File: src/rtl/program_load_sink.sv
// program_load_sink: responder end of the program-load write channel.
// AW line addresses and W data beats are queued independently, paired in
// arrival order, range/alignment checked, and issued as one registered,
// byte-strobed write per good pair into the RAM line port.
module program_load_sink #(
  parameter int DATA_WIDTH = 512,
  parameter int ADDR_WIDTH = 15,
  parameter int MEM_LINES  = 32,
  parameter int FIFO_DEPTH = 2
) (
  input  logic                          axi4_mm_clk,
  input  logic                          axi4_mm_rst_n,
  input  logic                          program_load_en,
  input  logic                          program_load_aw_valid,
  output logic                          program_load_aw_ready,
  input  logic [ADDR_WIDTH-1:0]         program_load_aw_payload_addr,
  input  logic                          program_load_w_valid,
  output logic                          program_load_w_ready,
  input  logic [DATA_WIDTH-1:0]         program_load_w_payload_data,
  input  logic [DATA_WIDTH/8-1:0]       program_load_w_payload_strb,
  output logic                          mem_wr_en,
  output logic [$clog2(MEM_LINES)-1:0]  mem_wr_addr,
  output logic [DATA_WIDTH-1:0]         mem_wr_data,
  output logic [DATA_WIDTH/8-1:0]       mem_wr_strb,
  output logic [$clog2(MEM_LINES):0]    lines_written,
  output logic                          load_done,
  output logic                          addr_error
);

  localparam int BPL  = DATA_WIDTH / 8;
  localparam int OFFW = $clog2(BPL);
  localparam int LW   = $clog2(MEM_LINES);
  localparam int CNTW = LW + 1;
  localparam int PW   = (FIFO_DEPTH > 1) ? $clog2(FIFO_DEPTH) : 1;
  localparam int CW   = $clog2(FIFO_DEPTH + 1);
  localparam logic [PW-1:0] PTR_LAST = PW'(FIFO_DEPTH - 1);

  function automatic logic [PW-1:0] ptr_inc(input logic [PW-1:0] p);
    return (p == PTR_LAST) ? '0 : p + PW'(1);
  endfunction

  function automatic logic [CW-1:0] cnt_step(input logic [CW-1:0] c,
                                             input logic push, input logic pop);
    case ({push, pop})
      2'b10:   return c + CW'(1);
      2'b01:   return c - CW'(1);
      default: return c;
    endcase
  endfunction

  // Saturating increment of the session line counter.
  function automatic logic [CNTW-1:0] sat_inc(input logic [CNTW-1:0] v);
    return (v >= CNTW'(MEM_LINES)) ? CNTW'(MEM_LINES) : v + CNTW'(1);
  endfunction

  // Queue storage and state
  logic [ADDR_WIDTH-1:0] aw_mem_q   [FIFO_DEPTH];
  logic [DATA_WIDTH-1:0] w_data_mem_q [FIFO_DEPTH];
  logic [BPL-1:0]        w_strb_mem_q [FIFO_DEPTH];
  logic [PW-1:0]         aw_wr_ptr_q, aw_rd_ptr_q, w_wr_ptr_q, w_rd_ptr_q;
  logic [CW-1:0]         aw_cnt_q, w_cnt_q;

  // Control/status registers
  logic                  live_q;
  logic                  en_q;
  logic [CNTW-1:0]       lines_q, lines_d;
  logic                  done_q, done_d;
  logic                  err_q, err_d;

  // Write-port registers
  logic                  wr_en_q;
  logic [LW-1:0]         wr_addr_q;
  logic [DATA_WIDTH-1:0] wr_data_q;
  logic [BPL-1:0]        wr_strb_q;

  logic aw_full, w_full, aw_empty, w_empty;
  logic aw_push, w_push, pair_pop;
  logic [ADDR_WIDTH-1:0]      head_addr;
  logic [OFFW-1:0]            head_off;
  logic [ADDR_WIDTH-OFFW-1:0] head_idx;
  logic addr_good, wr_good, wr_bad, en_rise;

  assign aw_full  = (aw_cnt_q == CW'(FIFO_DEPTH));
  assign w_full   = (w_cnt_q  == CW'(FIFO_DEPTH));
  assign aw_empty = (aw_cnt_q == '0);
  assign w_empty  = (w_cnt_q  == '0);

  // Readies come only from registered state and the session enable.
  assign program_load_aw_ready = live_q && program_load_en && !aw_full;
  assign program_load_w_ready  = live_q && program_load_en && !w_full;

  assign aw_push  = program_load_aw_valid && program_load_aw_ready;
  assign w_push   = program_load_w_valid  && program_load_w_ready;
  assign pair_pop = program_load_en && !aw_empty && !w_empty;

  assign head_addr = aw_mem_q[aw_rd_ptr_q];
  assign head_off  = head_addr[OFFW-1:0];
  assign head_idx  = head_addr[ADDR_WIDTH-1:OFFW];
  assign addr_good = (head_off == '0) && (int'(head_idx) < MEM_LINES);
  assign wr_good   = pair_pop && addr_good;
  assign wr_bad    = pair_pop && !addr_good;
  assign en_rise   = program_load_en && !en_q;

  // Queue payload storage; contents are don't-care while empty.
  always_ff @(posedge axi4_mm_clk) begin
    if (aw_push) aw_mem_q[aw_wr_ptr_q] <= program_load_aw_payload_addr;
    if (w_push) begin
      w_data_mem_q[w_wr_ptr_q] <= program_load_w_payload_data;
      w_strb_mem_q[w_wr_ptr_q] <= program_load_w_payload_strb;
    end
  end

  // Queue pointers and occupancy; dropping enable discards all queued entries.
  always_ff @(posedge axi4_mm_clk or negedge axi4_mm_rst_n) begin
    if (!axi4_mm_rst_n) begin
      aw_wr_ptr_q <= '0;
      aw_rd_ptr_q <= '0;
      aw_cnt_q    <= '0;
      w_wr_ptr_q  <= '0;
      w_rd_ptr_q  <= '0;
      w_cnt_q     <= '0;
    end else if (!program_load_en) begin
      aw_wr_ptr_q <= '0;
      aw_rd_ptr_q <= '0;
      aw_cnt_q    <= '0;
      w_wr_ptr_q  <= '0;
      w_rd_ptr_q  <= '0;
      w_cnt_q     <= '0;
    end else begin
      if (aw_push)  aw_wr_ptr_q <= ptr_inc(aw_wr_ptr_q);
      if (pair_pop) aw_rd_ptr_q <= ptr_inc(aw_rd_ptr_q);
      if (w_push)   w_wr_ptr_q  <= ptr_inc(w_wr_ptr_q);
      if (pair_pop) w_rd_ptr_q  <= ptr_inc(w_rd_ptr_q);
      aw_cnt_q <= cnt_step(aw_cnt_q, aw_push, pair_pop);
      w_cnt_q  <= cnt_step(w_cnt_q,  w_push,  pair_pop);
    end
  end

  // Next session status: enable rising starts a fresh session.
  always_comb begin
    lines_d = lines_q;
    err_d   = err_q;
    if (en_rise) begin
      lines_d = '0;
      err_d   = 1'b0;
    end else begin
      if (wr_good) lines_d = sat_inc(lines_q);
      if (wr_bad)  err_d   = 1'b1;
    end
    done_d = (lines_d == CNTW'(MEM_LINES));
  end

  // Registered status, enable history and out-of-reset flag.
  always_ff @(posedge axi4_mm_clk or negedge axi4_mm_rst_n) begin
    if (!axi4_mm_rst_n) begin
      live_q  <= 1'b0;
      en_q    <= 1'b0;
      lines_q <= '0;
      done_q  <= 1'b0;
      err_q   <= 1'b0;
    end else begin
      live_q  <= 1'b1;
      en_q    <= program_load_en;
      lines_q <= lines_d;
      done_q  <= done_d;
      err_q   <= err_d;
    end
  end

  // Write port: one-cycle strobe per good pair; payload holds between writes.
  always_ff @(posedge axi4_mm_clk or negedge axi4_mm_rst_n) begin
    if (!axi4_mm_rst_n) begin
      wr_en_q   <= 1'b0;
      wr_addr_q <= '0;
      wr_data_q <= '0;
      wr_strb_q <= '0;
    end else begin
      wr_en_q <= wr_good;
      if (wr_good) begin
        wr_addr_q <= head_idx[LW-1:0];
        wr_data_q <= w_data_mem_q[w_rd_ptr_q];
        wr_strb_q <= w_strb_mem_q[w_rd_ptr_q];
      end
    end
  end

  assign mem_wr_en     = wr_en_q;
  assign mem_wr_addr   = wr_addr_q;
  assign mem_wr_data   = wr_data_q;
  assign mem_wr_strb   = wr_strb_q;
  assign lines_written = lines_q;
  assign load_done     = done_q;
  assign addr_error    = err_q;

endmodule

File: config.mk
export PLATFORM = sky130hd
export DESIGN_NAME = program_load_sink
export DESIGN_NICKNAME = d
export VERILOG_FILES = /design/src/rtl/program_load_sink.sv
export SDC_FILE = /design/constraint.sdc
export NUM_CORES = 2
export LEC_CHECK = 0
export ABC_AREA = 1
export CORE_AREA = 2 2 457 459
export CTS_BUF_LIST = sky130_fd_sc_hd__clkbuf_4
export CTS_CLUSTER_SIZE = 25
export DETAILED_ROUTE_END_ITERATION = 10
export DIE_AREA = 0 0 459 461
export GPL_TIMING_DRIVEN = 1
export PLACE_DENSITY = 0.61
export SYNTH_ARGS = -nofsm -noshare
export SYNTH_HDL_FRONTEND = slang
export SYNTH_SLANG_ARGS = --single-unit
File: constraint.sdc
create_clock -name axi4_mm_clk -period 27.1 [get_ports axi4_mm_clk]
set_clock_uncertainty 0.2 [all_clocks]
set_input_delay 5.42 -clock axi4_mm_clk [delete_from_list [all_inputs] [get_ports axi4_mm_clk]]
set_output_delay 5.42 -clock axi4_mm_clk [all_outputs]
set_load 0.1 [all_outputs]
==> metrics.md <==
| Metric | Value |
|---|---|
| Drt drc | 0 |
| Most frequent cells in the layout | 1198 x nand2_1, 1182 x edfxtp_1, 1161 x clkdlybuf4s50_1 |
| First-pass GRT wire length | 273 mm |
| Clk slew on worst S/H paths | 0.07 ns |
| Total negative slack | 0 ns |
| Largest net degree at the start of global routing | 196 |
| Net Count, Synth | 5096 |
| CP Max Fanout | 10 |
| IO Port Bufs | 1187 |
| Initial antenna violation count | 70 |
| Commonest non-fill, non-tap cell in the layout | nand2_1 |
| Post-DP Area | 77000 µm² |
| TritonCTS clock tree | yes |
| Crit path buffers/inverters | 2 |
| Worst vdd ir | 0.0452 mV |
| RePlAce Congestion | 0.839 |
| Antenna viol nets, final | 0 |
| Worst setup SP type | input pin |
| Synthesized area | 62900 µm² |
| Setup Buffers After CTS | 0 |
| FP Rows | 167 |
| Core area | 206000 µm² |
| Fmax | 74.5 MHz |
| Final-report hold violation count | 0 |
| Unique masters post-synth | 30 |
| RSZ-0062 raised after global routing | false |
| CTS HTree Levels | 5 |
| CTS Sinks | 1782 |
| Status | finished, final reports clean |
| Synth top area cells | edfxtp_1 56%, dfrtp_1 24%, nand2_1 7.1%, a31oi_1 5.7%, nor2_1 3.6% |
| Total wire length | 191 mm |
| Worst r2r src | w_cnt_q[0] |
| Cell family with most CP delay | buffers and inverters |
| Fin. max-slew vios | 0 |
| Syn Area/Cell | 14.0 µm² |
| Worst-skew pair later-pin latency | 1.35 ns |
| Worst hold path class | reg -> reg |
| Slew @ Worst Pin | 1.22 ns |
| CP peak stage delay | 1.23 ns |
| Post-synthesis sequential area ratio | 80.3% |
| Via density | 4.58 |
| Layout Nets | 6535 |
| CP max-delay cell | clkdlybuf4s50_1 |
| Drt pass-1 iters | 5 |
| Area grow syn2layout | 32.3% |
| GRT Util Overall | 17.4% |
| DRC violation total after the first TritonRoute iteration | 2933 |
| Lkg Pwr | 32.0 nW |
| # fillers | 19300 |
| Top cell type's share of synthesized area | 56.4% |
| Setup violators final | 0 |
| Wirelength per Cell | 21.1 µm |
| Area leader, netlist | edfxtp_1 |
| Share of cells above drive strength 1 | 13.6% |
| WP data arrival | 7.81 ns |
| DP Wirelength | 128 mm |
| Root buf cell | clkbuf_4 |
| I/O pin total | 1188 |
| Crit path required time | 21.48 ns |
| Die Area | 212000 µm² |
| Relative slew slack | 18.4% |
| Post-cts sizing count | 0 |
| CTS Hold Bufs | 0 |
| Pwr Density | 74.3 nW/µm² |
| Period utilization | 49.5% |
| Number of global-route vias before repair | 41300 |
| Design area | 83200 µm² |
| Die Y | 461 µm |
| Critical path type | in -> out |
| Total CTS buffers | 459 |
| Hold path startpoint | w_data_mem_q[1][201] |
| Worst path cell trace | clkdlybuf4s50_1 > nand2_1 > a21oi_1 > clkdlybuf4s50_1 |
| MaxCap Viol Count | 0 |
| Crit. End Element | primary output |
| Crit path top cell by count | clkdlybuf4s50_1 |
| Grt ovf | 0 |
| Die W | 459 µm |
| Starting Density | 30.5% |
| CP startpoint | program_load_en |
| Synth warn | 0 |
| Tmin final | 13.43 ns |
| CTS max path bufs | 4 |
| Vias | 41500 |
| Mapped Cells | 4498 |
| Flops & latches, synth | 1782 |
## flip-flops by register name, summed over array words and instances (netlist names)
name,flops
w_data_mem_q,1024
mem_wr_data,512
w_strb_mem_q,128
mem_wr_strb,64
aw_mem_q,30
lines_written,6
mem_wr_addr,5
aw_cnt_q,2
w_cnt_q,2
addr_error,1
aw_rd_ptr_q,1
aw_wr_ptr_q,1
en_q,1
live_q,1
load_done,1
mem_wr_en,1
w_rd_ptr_q,1
w_wr_ptr_q,1
## cell type report
type	instances	area (µm²)	area share [%]
Clock inverter	102	557	0.669
Inverter	30	128	0.153
Tap cell	2704	3380	4.06
Clock buffer	737	5530	6.65
Antenna cell	42	105	0.126
Sequential cell	1782	50500	60.7
Multi-Input combinational cell	2426	10800	12.9
Timing Repair Buffer	1238	12300	14.7
## synthesized netlist by cell type
library cell,n
nand2_1,1198
nand2_4,2
nor3_1,1
nor2_2,1
dfrtp_1,600
inv_1,29
a21oi_1,4
nand4_1,2
ha_1,2
o21a_1,1
xor2_1,2
buf_2,64
buf_1,1
or2_2,1
buf_12,3
clkbuf_1,125
xnor2_1,2
a31oi_1,572
a31oi_2,9
nor3_2,1
inv_2,1
buf_6,49
buf_8,3
o21ai_0,4
buf_4,15
conb_1,1
o21bai_1,2
edfxtp_1,1182
nand3_1,23
nor2_1,598
## tightest hold or removal path, cell delays in order (launching register included)
cell	delay, ns
edfxtp_1	0.36
nand2_1	0.07
a31oi_1	0.08
## kinds of logic (layout without fill, tap and decap cells)
| family | Yosys count | count (layout) | synth area share [%] |
|---|---|---|---|
| and+or+nand+nor | 1827 | 1827 | 11.0 |
| DFF | 1782 | 1782 | 80.3 |
| xor gates and xnor gates | 4 | 4 | 0.0557 |
| adders and majority gates | 2 | 2 | 0.0398 |
| other | 1 | 43 | 0.00596 |
| AOI/OAI and AO/OA | 592 | 592 | 5.97 |
| buffers and inverters | 290 | 2107 | 2.66 |
## path summary, 6_finish.rpt
path / to / slack (ns) / depth (start not counted)
max: program_load_aw_ready / 13.67 / 4
min: mem_wr_data[201] / 0.21 / 2
max reg2reg: w_strb_mem_q[1][7] / 20.38 / 10
min reg2reg: mem_wr_data[201] / 0.21 / 2
max in group asynchronous: mem_wr_data[479] / 19.00 / 5
min in group asynchronous: mem_wr_data[89] / 3.83 / 1
## through the flow
stage                     instances  hold WS (ns)  worst slack, ns  power, W  util (%)
final                          9061         0.213            13.67   0.00618      40.3
after global routing           9037         0.228            13.62   0.00648      40.3
after CTS                      9019         0.205            13.68   0.00628      40.3
after detailed placement       8180         0.302            13.69   0.00388      37.3
after global placement         8180         0.303            13.69   0.00387      37.3
after floorplan                4498         0.306             3.52   0.00360         -
## where the power goes
group | switching (W) | internal (W)
clock | 0.00109 | 0.00127
sequential | 0.0000460 | 0.00301
combinational | 0.000556 | 0.000208
total | 0.00169 | 0.00449
## routing by layer
layer,vias to the layer above,share of wire (%),global-route usage (%),wire [µm]
met1,20200,38,20.0,73200
li1,19200,-,-,-
met3,410,12,8.55,22000
met4,62,3.6,7.71,6980
met5,-,0.21,0,406
met2,1695,46,27.4,88600
(Power assumes the default switching activity.)
